## config.mk

```make
export PLATFORM = sky130hd
export DESIGN_NAME = hilo_muldiv_unit
export DESIGN_NICKNAME = d
export VERILOG_FILES = /design/src/rtl/hilo_muldiv_unit_pkg.sv /design/src/rtl/hilo_sign_fixup.sv /design/src/rtl/hilo_muldiv_unit.sv
export SDC_FILE = /design/constraint.sdc
export NUM_CORES = 1
export LEC_CHECK = 0
export ABC_AREA = 1
export CAP_MARGIN = 20
export CORE_MARGIN = 2
export CORE_UTILIZATION = 45
export DETAILED_ROUTE_END_ITERATION = 10
export PLACE_DENSITY_LB_ADDON = 0.12
export SLEW_MARGIN = 10
export SYNTH_ARGS = -nofsm -noshare
export SYNTH_HDL_FRONTEND = slang
export SYNTH_SLANG_ARGS = --single-unit
export TNS_END_PERCENT = 20
```

## constraint.sdc

```tcl
create_clock -name Clk -period 4.1 [get_ports Clk]
set_input_delay 1.025 -clock Clk [delete_from_list [all_inputs] [get_ports Clk]]
set_output_delay 1.025 -clock Clk [all_outputs]
set_load 0.01 [all_outputs]
```

## src/rtl/hilo_muldiv_unit_pkg.sv

```systemverilog
// ---------------------------------------------------------------------------
// hilo_muldiv_unit_pkg
// Shared definitions for the EX-stage HI/LO unit: the 3-bit HI/LO op
// encoding (also decoded by the ID-stage controller), the FSM state
// encoding and small op-classification helpers.
// ---------------------------------------------------------------------------
package hilo_muldiv_unit_pkg;

  localparam logic [2:0] OP_MULT  = 3'd0;
  localparam logic [2:0] OP_MULTU = 3'd1;
  localparam logic [2:0] OP_DIV   = 3'd2;
  localparam logic [2:0] OP_DIVU  = 3'd3;
  localparam logic [2:0] OP_MADD  = 3'd4;
  localparam logic [2:0] OP_MSUB  = 3'd5;
  localparam logic [2:0] OP_MTHI  = 3'd6;
  localparam logic [2:0] OP_MTLO  = 3'd7;

  typedef enum logic [1:0] {
    IDLE  = 2'd0,
    MUL   = 2'd1,
    DIV   = 2'd2,
    FIXUP = 2'd3
  } state_t;

  // Ops whose operands are two's complement and need magnitude conversion.
  function automatic logic is_signed_op(input logic [2:0] op);
    logic res;
    case (op)
      OP_MULT, OP_DIV, OP_MADD, OP_MSUB: res = 1'b1;
      default:                           res = 1'b0;
    endcase
    return res;
  endfunction

  // Ops that run the restoring divider instead of the shift-add multiplier.
  function automatic logic is_div_op(input logic [2:0] op);
    logic res;
    case (op)
      OP_DIV, OP_DIVU: res = 1'b1;
      default:         res = 1'b0;
    endcase
    return res;
  endfunction

endpackage

```

## src/rtl/hilo_sign_fixup.sv

```systemverilog
// ---------------------------------------------------------------------------
// hilo_sign_fixup
// Combinational final stage of an iterative HI/LO op. Applies the result
// signs to the unsigned magnitudes produced by the iterative core and forms
// the new {HI,LO} value, including the MADD/MSUB accumulate.
//   op          : HI/LO op being completed
//   prod_mag    : unsigned 2*WIDTH product magnitude
//   quot_mag    : unsigned quotient magnitude
//   rem_mag     : unsigned remainder magnitude
//   neg_result  : operand signs differed (negate product / quotient)
//   neg_rem     : dividend was negative (negate remainder)
//   div_zero    : divisor was zero
//   raw_a       : dividend as presented (HI on divide-by-zero)
//   hi_in/lo_in : current architectural HI/LO (accumulate source)
//   hi_out/lo_out : value to write into HI/LO
// ---------------------------------------------------------------------------
module hilo_sign_fixup
  import hilo_muldiv_unit_pkg::*;
#(
  parameter int WIDTH = 32
) (
  input  logic [2:0]         op,
  input  logic [2*WIDTH-1:0] prod_mag,
  input  logic [WIDTH-1:0]   quot_mag,
  input  logic [WIDTH-1:0]   rem_mag,
  input  logic               neg_result,
  input  logic               neg_rem,
  input  logic               div_zero,
  input  logic [WIDTH-1:0]   raw_a,
  input  logic [WIDTH-1:0]   hi_in,
  input  logic [WIDTH-1:0]   lo_in,
  output logic [WIDTH-1:0]   hi_out,
  output logic [WIDTH-1:0]   lo_out
);

  logic [2*WIDTH-1:0] prod_s;
  logic [2*WIDTH-1:0] acc_s;
  logic [2*WIDTH-1:0] res_s;
  logic [WIDTH-1:0]   quot_s;
  logic [WIDTH-1:0]   rem_s;

  // Signed results and the selected {HI,LO} update; all arithmetic wraps.
  always_comb begin
    prod_s = neg_result ? ({(2*WIDTH){1'b0}} - prod_mag) : prod_mag;
    quot_s = neg_result ? ({WIDTH{1'b0}} - quot_mag) : quot_mag;
    rem_s  = neg_rem ? ({WIDTH{1'b0}} - rem_mag) : rem_mag;
    acc_s  = {hi_in, lo_in};
    res_s  = acc_s;
    case (op)
      OP_MULT, OP_MULTU: res_s = prod_s;
      OP_MADD:           res_s = acc_s + prod_s;
      OP_MSUB:           res_s = acc_s - prod_s;
      OP_DIV, OP_DIVU: begin
        // Divide-by-zero reports the raw dividend and an all-ones quotient
        // regardless of signedness, so bypass the sign correction.
        if (div_zero) begin
          res_s = {raw_a, {WIDTH{1'b1}}};
        end else begin
          res_s = {rem_s, quot_s};
        end
      end
      default:           res_s = acc_s;
    endcase
    hi_out = res_s[2*WIDTH-1:WIDTH];
    lo_out = res_s[WIDTH-1:0];
  end

endmodule

```

## src/rtl/hilo_muldiv_unit.sv

```systemverilog
// ---------------------------------------------------------------------------
// hilo_muldiv_unit
// EX-stage multi-cycle HI/LO unit: iterative multiply (radix-2 shift-add),
// restoring divide, MADD/MSUB and single-cycle MTHI/MTLO. Holds the
// architectural HI/LO registers and stalls upstream while a result pends.
//   Clk, RstN     : clock, asynchronous active-low reset
//   StartIn/OpIn  : HI/LO op valid in EX and its encoding
//   OperandA/B    : rs / rt values
//   HiLoReadIn    : MFHI/MFLO in EX this cycle
//   Busy          : iterative op in flight
//   Stall         : freeze IF/ID/ID-EX (Busy & (StartIn | HiLoReadIn))
//   DonePulse     : one cycle after HI/LO written by an iterative op
//   HiOut/LoOut   : architectural HI/LO
// ---------------------------------------------------------------------------
module hilo_muldiv_unit
  import hilo_muldiv_unit_pkg::*;
#(
  parameter int WIDTH = 32,
  parameter int CNT_W = 6
) (
  input  logic             Clk,
  input  logic             RstN,
  input  logic             StartIn,
  input  logic [2:0]       OpIn,
  input  logic [WIDTH-1:0] OperandA,
  input  logic [WIDTH-1:0] OperandB,
  input  logic             HiLoReadIn,
  output logic             Busy,
  output logic             Stall,
  output logic             DonePulse,
  output logic [WIDTH-1:0] HiOut,
  output logic [WIDTH-1:0] LoOut
);

  localparam logic [CNT_W-1:0] CNT_LAST = CNT_W'(WIDTH - 1);

  state_t               state_r;
  logic [CNT_W-1:0]     cnt_r;
  logic [2:0]           op_r;
  // Multiply: {partial product, multiplier}. Divide: {remainder, quotient}.
  logic [2*WIDTH-1:0]   acc_r;
  // Multiplicand (multiply) or divisor magnitude (divide).
  logic [WIDTH-1:0]     mcand_r;
  logic                 neg_result_r;
  logic                 neg_rem_r;
  logic                 div_zero_r;
  logic [WIDTH-1:0]     raw_a_r;
  logic [WIDTH-1:0]     hi_r;
  logic [WIDTH-1:0]     lo_r;
  logic                 busy_r;
  logic                 done_r;

  logic                 a_neg_s;
  logic                 b_neg_s;
  logic [WIDTH-1:0]     a_mag_s;
  logic [WIDTH-1:0]     b_mag_s;
  logic [WIDTH:0]       mul_sum_s;
  logic [2*WIDTH-1:0]   mul_next_s;
  logic [WIDTH:0]       div_shift_s;
  logic [WIDTH:0]       div_diff_s;
  logic [2*WIDTH-1:0]   div_next_s;
  logic [WIDTH-1:0]     fix_hi_s;
  logic [WIDTH-1:0]     fix_lo_s;

  // Operand magnitudes and sign flags for the op being presented.
  always_comb begin
    a_neg_s = is_signed_op(OpIn) & OperandA[WIDTH-1];
    b_neg_s = is_signed_op(OpIn) & OperandB[WIDTH-1];
    a_mag_s = a_neg_s ? ({WIDTH{1'b0}} - OperandA) : OperandA;
    b_mag_s = b_neg_s ? ({WIDTH{1'b0}} - OperandB) : OperandB;
  end

  // One iteration of shift-add multiply and of restoring divide.
  always_comb begin
    mul_sum_s   = {1'b0, acc_r[2*WIDTH-1:WIDTH]}
                + (acc_r[0] ? {1'b0, mcand_r} : {(WIDTH+1){1'b0}});
    mul_next_s  = {mul_sum_s, acc_r[WIDTH-1:1]};
    div_shift_s = {acc_r[2*WIDTH-1:WIDTH], acc_r[WIDTH-1]};
    div_diff_s  = div_shift_s - {1'b0, mcand_r};
    // A borrow out of the trial subtraction means the quotient bit is 0
    // and the shifted remainder is kept.
    if (div_diff_s[WIDTH]) begin
      div_next_s = {div_shift_s[WIDTH-1:0], acc_r[WIDTH-2:0], 1'b0};
    end else begin
      div_next_s = {div_diff_s[WIDTH-1:0], acc_r[WIDTH-2:0], 1'b1};
    end
  end

  hilo_sign_fixup #(
    .WIDTH (WIDTH)
  ) u_fixup (
    .op         (op_r),
    .prod_mag   (acc_r),
    .quot_mag   (acc_r[WIDTH-1:0]),
    .rem_mag    (acc_r[2*WIDTH-1:WIDTH]),
    .neg_result (neg_result_r),
    .neg_rem    (neg_rem_r),
    .div_zero   (div_zero_r),
    .raw_a      (raw_a_r),
    .hi_in      (hi_r),
    .lo_in      (lo_r),
    .hi_out     (fix_hi_s),
    .lo_out     (fix_lo_s)
  );

  // Control FSM, iteration counter, datapath shift registers and HI/LO.
  always_ff @(posedge Clk or negedge RstN) begin
    if (!RstN) begin
      state_r      <= IDLE;
      cnt_r        <= {CNT_W{1'b0}};
      op_r         <= OP_MULT;
      acc_r        <= {(2*WIDTH){1'b0}};
      mcand_r      <= {WIDTH{1'b0}};
      neg_result_r <= 1'b0;
      neg_rem_r    <= 1'b0;
      div_zero_r   <= 1'b0;
      raw_a_r      <= {WIDTH{1'b0}};
      hi_r         <= {WIDTH{1'b0}};
      lo_r         <= {WIDTH{1'b0}};
      busy_r       <= 1'b0;
      done_r       <= 1'b0;
    end else begin
      done_r <= 1'b0;
      case (state_r)
        IDLE: begin
          if (StartIn) begin
            case (OpIn)
              OP_MTHI: hi_r <= OperandA;
              OP_MTLO: lo_r <= OperandA;
              default: begin
                op_r         <= OpIn;
                cnt_r        <= {CNT_W{1'b0}};
                neg_result_r <= a_neg_s ^ b_neg_s;
                neg_rem_r    <= a_neg_s;
                div_zero_r   <= (OperandB == {WIDTH{1'b0}});
                raw_a_r      <= OperandA;
                busy_r       <= 1'b1;
                if (is_div_op(OpIn)) begin
                  acc_r   <= {{WIDTH{1'b0}}, a_mag_s};
                  mcand_r <= b_mag_s;
                  state_r <= DIV;
                end else begin
                  acc_r   <= {{WIDTH{1'b0}}, b_mag_s};
                  mcand_r <= a_mag_s;
                  state_r <= MUL;
                end
              end
            endcase
          end
        end
        MUL: begin
          acc_r <= mul_next_s;
          if (cnt_r == CNT_LAST) begin
            state_r <= FIXUP;
          end else begin
            cnt_r <= cnt_r + CNT_W'(1);
          end
        end
        DIV: begin
          acc_r <= div_next_s;
          if (cnt_r == CNT_LAST) begin
            state_r <= FIXUP;
          end else begin
            cnt_r <= cnt_r + CNT_W'(1);
          end
        end
        FIXUP: begin
          hi_r    <= fix_hi_s;
          lo_r    <= fix_lo_s;
          done_r  <= 1'b1;
          busy_r  <= 1'b0;
          state_r <= IDLE;
        end
        default: begin
          busy_r  <= 1'b0;
          state_r <= IDLE;
        end
      endcase
    end
  end

  assign Busy      = busy_r;
  assign DonePulse = done_r;
  assign HiOut     = hi_r;
  assign LoOut     = lo_r;
  // Stall is combinational so the instruction in EX is held the same cycle.
  assign Stall     = busy_r & (StartIn | HiLoReadIn);

endmodule

```

==> results.tsv, run 1 <==
stage	metric	value	unit
setup_path	slowest cell on the critical path	dfrtp_1	
cells_and_area	final net count	5338	
clocking	Hold-fix buffers, CTS	0	
sta	crit path time final	5.06	ns
floorplanning	core area	56100	um^2
outcome	status	complete, but fails checks	
global_routing	vias in the first global route	30800	
synth	sequential-to-total area share from yosys stat	20.5	%
global_routing	GR Util met2	64.3	%
floorplanning	chip width	241	um
global_routing	antenna violations before repair	9	
global_routing	Total GRT Usage	42.8	%
sta	Least-Margin Pin Slew	1.06	ns
detailed_routing	via count	33200	
synth	mux cell area share after synthesis	0	%
detailed_routing	DR iter-0 viols	3022	
floorplanning	I/O Pins	138	
placement	IO Port Bufs	137	
sta	Worst Clk Skew	0.0188	ns
global_routing	global-route wire length before repair	186000	um
floorplanning	Initial Util	45.2	%
sta	Final WS setup	-0.963	ns
setup_path	Critical Path Start Type	flip-flop	
clocking	# clock sinks	208	
setup_path	worst endpoint required time	4.61	ns
setup_path	Critical Path Fanout Max	7	
cells_and_area	Finished Cell Area	37200	um^2
synth	Post-Syn Instances	4224	
setup_path	Arrival @ worst endpoint	5.57	ns
global_routing	Most Used Layer, Global Route	met2	
global_routing	M3 GR Usage	9.02	%
floorplanning	DIE HEIGHT	241	um
floorplanning	row count	87	
synth	most frequent cell after synthesis	nand2_1	
detailed_routing	WL/cell	21.9	um
hold_path	min-delay worst type	input port to asynchronous set/reset pin	
synth	simple-gate share of the synthesized area	33.1	%
placement	DP Wirelength	104000	um
flow_run	max_cap viols	0	
synth	adder-cell share of the synthesized area	7.04	%
synth	syn_nets	4436	
setup_path	most used cell, CP	nand2_1	
cells_and_area	Sequential cell area	5210	um^2
synth	Mapped Area	25400	um^2
sta	period utilization	123	%
synth	Area contributors post-synth	dfrtp_1 21%, nand2_1 15%, o21ai_0 8.1%	
sta	unrepaired setup endpoints after global routing	yes	
detailed_routing	Detailed Route WL	129000	um
sta	final hold viol count	0	
cells_and_area	multi-input logic area	19900	um^2
synth	Post-synth EDFFs	0	
global_routing	largest net degree at the start of global routing	92	
placement	placed instance area	33600	um^2
setup_path	Critical Path Max Stage Delay	0.44	ns
synth	largest family of logic cells by synthesized area	simple AND/OR/NAND/NOR gates	
detailed_routing	vias per cell	5.62	
sta	# setup viols final	52	
outcome	failing checks	setup timing	
placement	GPL Wtd Cong	1.07	
synth	Synth Register Bits	208	
clocking	CTS tree	built	
synth	XOR/XNOR Fraction of Synth Area	5.46	%
clocking	TritonCTS buffer count	28	
synth	Syn Area/Cell	6.01	um^2
detailed_routing	Routed Antenna Nets	0	
synth	Syn. warnings	0	
setup_path	Worst setup EP type	flip-flop	
clocking	clock latency on the worst-skew pair	0.59	ns
clocking	clock root buffer	clkbuf_16	
synth	post-synth top area share	20.5	%
setup_path	Setup CP Type	flip-flop to flip-flop	
detailed_routing	drt first pass iters	6	
synth	cell taking the most area after synthesis	dfrtp_1	
synth	Unique masters post-synth	66	
floorplanning	die area	58300	um^2
global_routing	met1 usage	55.2	%
clocking	Worst-path clk slew	0.06	ns
synth	ys flop type	dfrtp_1	
clocking	htree depth	1	
synth	Synth Area in Compound Gates	23.8	%
cells_and_area	Area growth syn-to-layout	46.7	%
cells_and_area	FILL cells	5178	
sta	Max-slew headroom	29.0	%
sta	Slew Viols, Final	0	
synth	asr flop ratio synth	100	%
cells_and_area	share of cells above drive strength 1	28.8	%
global_routing	total grt overflow	0	
detailed_routing	drc violations	0	
sta	Highest Clock Rate	0.198	GHz
synth	most instantiated cells after synthesis	1010 x nand2_1, 524 x nor2_1, 503 x inv_1, 412 x o21ai_0, 338 x a21oi_1	
clocking	Clock Path Buffers	3	
## timing repair
item                       CTS  global route
resized for setup          202           392
cloned                       0             0
pin swaps                   44           116
setup buffers               24            37
setup endpoints to repair   51            87
## logic make-up (layout without fill, tap and decap cells)
logic type,after synthesis,count (layout)
AO/OA/AOI/OAI,1067,1067
buffers and inverters,667,1590
flip-flops,208,208
XOR/XNOR,158,158
adder cells (fa/ha/maj),141,141
AND/OR/NAND/NOR,1983,1983
other,0,5
## stage by stage
step	TNS (ns)	worst slack (ns)	hold slack (ns)	instances	util [%]
4_1_cts	-26.36	-0.845	0.461	5868	63.2
2_1_floorplan	-0.672	-0.0933	0.437	4224	-
6_report	-29.92	-0.963	0.433	5908	66.4
5_1_grt	-41.62	-1.16	0.484	5903	66.4
3_3_place_gp	-30.81	-1.46	0.449	5794	59.9
3_5_place_dp	-35.37	-1.45	0.453	5794	59.9
## critical path, delay by kind of cell, from the launching register on
| kind | cells | cell delay, ns |
|---|---|---|
| AOI/OAI and AO/OA | 3 | 0.50 |
| xor gates and xnor gates | 1 | 0.22 |
| adders and majority gates | 2 | 0.51 |
| buffers and inverters | 5 | 0.63 |
| DFF | 1 | 0.44 |
| and+or+nand+nor | 21 | 2.67 |
## worst paths after layout
kind | start | endpoint | slack, ns | cells after the start
worst max-delay path | acc_r[0]$_DFFE_PN0P_ | HiOut[31]$_DFFE_PN0P_ | -0.96 | 32
worst min-delay path | RstN | mcand_r[30]$_DFFE_PN0P_ | 0.43 | 1
worst max register to register | acc_r[0]$_DFFE_PN0P_ | HiOut[31]$_DFFE_PN0P_ | -0.96 | 32
worst min register to register | raw_a_r[9]$_DFFE_PN0P_ | raw_a_r[9]$_DFFE_PN0P_ | 0.47 | 2
max in group asynchronous | RstN | raw_a_r[15]$_DFFE_PN0P_ | 2.72 | 2
min in group Clk | raw_a_r[9]$_DFFE_PN0P_ | raw_a_r[9]$_DFFE_PN0P_ | 0.47 | 2
## per-layer routing
layer	part of all wire, %	vias up	routed length, um
li1	-	15900	-
met1	40	15200	52200
met2	42	1735	54600
met3	9.4	401	12100
met4	7.9	8	10200
met5	0.038	-	49
## registers in the layout (all words and copies together), names as in the netlist
register / count
mcand_r: 32
cnt_r: 6
LoOut: 32
div_zero_r: 1
DonePulse: 1
raw_a_r: 32
op_r: 3
state_r: 2
neg_result_r: 1
HiOut: 32
acc_r: 64
neg_rem_r: 1
Busy: 1
## layout make-up
type | count | share of cell area (%)
clock inverters | 17 | 0.615
clock buffers | 34 | 2.11
flip-flops and latches | 208 | 14.0
well taps | 756 | 2.54
inverters | 523 | 5.30
multi-input cells | 3349 | 53.4
repair buffers | 1016 | 22.0
diodes | 5 | 0.0336
## layout by cell type, fill, tap and decap left out, types with 11 or more instances in the layout
cell / Yosys / layout
o21a_1: 21 / 21
nor2_2: 25 / 80
nand2_1: 1010 / 948
a21oi_2: 1 / 59
o22ai_1: 54 / 54
a21o_1: 14 / 14
o211ai_1: 63 / 63
inv_2: 15 / 52
o21ai_0: 412 / 334
xnor2_1: 33 / 31
nor3_1: 46 / 37
dfrtp_1: 208 / 204
o221ai_1: 16 / 13
ha_1: 138 / 110
buf_6: 1 / 23
xor2_2: 0 / 14
nand3_2: 8 / 24
nor2_4: 7 / 42
clkbuf_16: 0 / 29
ha_4: 0 / 23
a22oi_1: 18 / 18
o21ai_1: 19 / 62
nor2_1: 524 / 434
xor2_1: 125 / 110
nand3_1: 227 / 201
or2_2: 30 / 27
a31oi_1: 46 / 37
o21ai_2: 5 / 33
nor3_2: 3 / 11
nand2_2: 28 / 75
inv_1: 503 / 464
buf_4: 1 / 845
nand2_4: 4 / 18
a21oi_4: 1 / 15
nand4_1: 35 / 35
clkdlybuf4s50_1: 0 / 136
a21oi_1: 338 / 266
Power of run 1 is not shown: default switching activity piles up to over one toggle a cycle in this logic, so the estimate is an artifact.
==> run 2: changes to the inputs <==
--- a/config.mk
+++ b/config.mk
@@ -6,11 +6,11 @@
 export NUM_CORES = 1
 export LEC_CHECK = 0
 export ABC_AREA = 1
-export CAP_MARGIN = 20
 export CORE_MARGIN = 2
 export CORE_UTILIZATION = 45
 export DETAILED_ROUTE_END_ITERATION = 10
 export PLACE_DENSITY_LB_ADDON = 0.12
+export SKIP_CTS_REPAIR_TIMING = 1
 export SLEW_MARGIN = 10
 export SYNTH_ARGS = -nofsm -noshare
 export SYNTH_HDL_FRONTEND = slang
==> run 2 against run 1 <==
The run still ends with setup timing left. Die area stayed put. Routed wire length is 0.50% lower. Core utilization is 1.1 points lower. Via count is 0.26% lower. Critical path depth stayed put. Register-to-register slack worse by 0.04 ns. Worst setup slack worse by 0.044 ns. Non-clock buffer count is 12 lower. Highest routed layer unchanged.
==> results.tsv, run 2 (same netlist as run 1, synthesis figures left out) <==
stage	metric	value	unit	change
hold_path	min-delay worst type	input port to asynchronous set/reset pin		
cells_and_area	share of cells above drive strength 1	26.9	%	-1.8 points
setup_path	worst endpoint required time	4.60	ns	about the same
sta	final hold viol count	0		unchanged
floorplanning	core area	56100	um^2	unchanged
sta	crit path time final	5.11	ns	+0.0442 ns
setup_path	Critical Path Start Type	flip-flop		
global_routing	total grt overflow	0		unchanged
clocking	clock latency on the worst-skew pair	0.60	ns	about the same
setup_path	Worst setup EP type	flip-flop		
clocking	CTS tree	built		
placement	DP Wirelength	104000	um	unchanged
sta	Least-Margin Pin Slew	1.07	ns	+0.00251 ns
floorplanning	DIE HEIGHT	241	um	unchanged
global_routing	Total GRT Usage	42.4	%	-0.43 points
clocking	clock root buffer	clkbuf_16		
floorplanning	row count	87		unchanged
setup_path	Critical Path Max Stage Delay	0.43	ns	about the same
cells_and_area	Final Core Density	65.3	%	-1.1 points
floorplanning	chip width	241	um	unchanged
global_routing	global-route wire length before repair	183000	um	-1.3%
setup_path	Arrival @ worst endpoint	5.61	ns	+0.04 ns
detailed_routing	drt first pass iters	6		unchanged
cells_and_area	final net count	5326		-0.22%
clocking	TritonCTS buffer count	28		unchanged
detailed_routing	Detailed Route WL	129000	um	-0.50%
cells_and_area	most frequent cells in the layout	962 x nand2_1, 846 x buf_4, 476 x inv_1, 455 x nor2_1, 347 x o21ai_0		
cells_and_area	Top reg by flops	acc_r		
floorplanning	Initial Util	45.2	%	unchanged
sta	Highest Clock Rate	0.196	GHz	-0.86%
sta	unrepaired setup endpoints after global routing	yes		
clocking	# clock sinks	208		unchanged
cells_and_area	Cell Count, Final, Fillers Out	5896		-0.20%
setup_path	Critical Path Fanout Max	4		-3
detailed_routing	DR iter-0 viols	3070		+1.6%
outcome	status	complete, but fails checks		
sta	total negative slack	-31.26	ns	-1.34 ns
outcome	failing checks	setup timing		
sta	Worst Clk Skew	0.0249	ns	+0.00612 ns
sta	period utilization	125	%	+1.1 points
clocking	Clock Path Buffers	3		unchanged
setup_path	reg2reg path depth	32		unchanged
cells_and_area	max reg flops	64		unchanged
detailed_routing	drc violations	0		unchanged
cells_and_area	FILL cells	5305		+2.5%
sta	Final WS setup	-1.01	ns	-0.0442 ns
sta	Slew Viols, Final	0		unchanged
detailed_routing	WL/cell	21.8	um	-0.30%
setup_path	slowest cell on the critical path	dfrtp_1		
clocking	htree depth	1		unchanged
detailed_routing	vias per cell	5.62		about the same
global_routing	largest net degree at the start of global routing	92		unchanged
placement	GPL Wtd Cong	1.07		unchanged
clocking	Worst-path clk slew	0.06	ns	about the same
flow_run	max_cap viols	0		unchanged
sta	Max-slew headroom	28.8	%	-0.17 points
cells_and_area	Area growth syn-to-layout	44.3	%	
floorplanning	die area	58300	um^2	unchanged
cells_and_area	most common cell after layout, fill and taps aside	nand2_1		
setup_path	Setup CP Type	flip-flop to flip-flop		
floorplanning	I/O Pins	138		unchanged
detailed_routing	Routed Antenna Nets	0		unchanged
global_routing	antenna violations before repair	8		-1
placement	IO Port Bufs	137		unchanged
detailed_routing	via count	33100		-0.26%
placement	Placed Cells	5794		unchanged
sta	# setup viols final	51		-1.9%
global_routing	vias in the first global route	30300		-1.5%
## run 2: critical path, delay by kind of cell, from the launching register on
kind | cells | cell delay [ns]
XOR/XNOR | 1 | 0.20
buffers and inverters | 6 | 0.76
AO/OA/AOI/OAI | 5 | 0.86
flip-flops | 1 | 0.43
AND/OR/NAND/NOR | 18 | 2.24
adder cells (fa/ha/maj) | 2 | 0.53
## run 2: metal layers
metal / share of wire, % / up-vias / global-route usage [%]
met1: 41 / 15300 / 54.7
met5: 0.031 / - / 0
met4: 8.0 / 6 / 28.2
li1: - / 15800 / -
met2: 42 / 1596 / 63.6
met3: 9.2 / 390 / 9.30
## run 2: path summary, 6_finish.rpt
check	slack (ns)	to	start
min	0.45	mcand_r[30]$_DFFE_PN0P_	RstN
max reg2reg	-1.01	HiOut[31]$_DFFE_PN0P_	acc_r[0]$_DFFE_PN0P_
min reg2reg	0.47	raw_a_r[21]$_DFFE_PN0P_	raw_a_r[21]$_DFFE_PN0P_
max	-1.01	HiOut[31]$_DFFE_PN0P_	acc_r[0]$_DFFE_PN0P_
max in group asynchronous	2.68	acc_r[15]$_DFFE_PN0P_	RstN
min in group Clk	0.47	raw_a_r[21]$_DFFE_PN0P_	raw_a_r[21]$_DFFE_PN0P_
## run 2: cell type report
class / instances / area [um^2] / area share (%)
Clock buffer: 34 / 785 / 2.14
Multi-Input combinational cell: 3349 / 19400 / 53.0
Sequential cell: 208 / 5210 / 14.2
Timing Repair Buffer: 1004 / 8050 / 22.0
Antenna cell: 5 / 12.5 / 0.0342
Tap cell: 756 / 946 / 2.58
Clock inverter: 17 / 229 / 0.626
Inverter: 523 / 1970 / 5.39
## run 2: stage by stage
stage / hold WS [ns] / cell area [um^2] / setup WS [ns]
detailed placement: 0.453 / 33600 / -1.45
global route: 0.484 / 36600 / -1.24
floorplan: 0.437 / 25500 / -0.0933
global placement: 0.449 / 33600 / -1.46
CTS: 0.461 / 34600 / -1.49
finish: 0.453 / 36600 / -1.01
Power of run 2 is left out for the same reason.
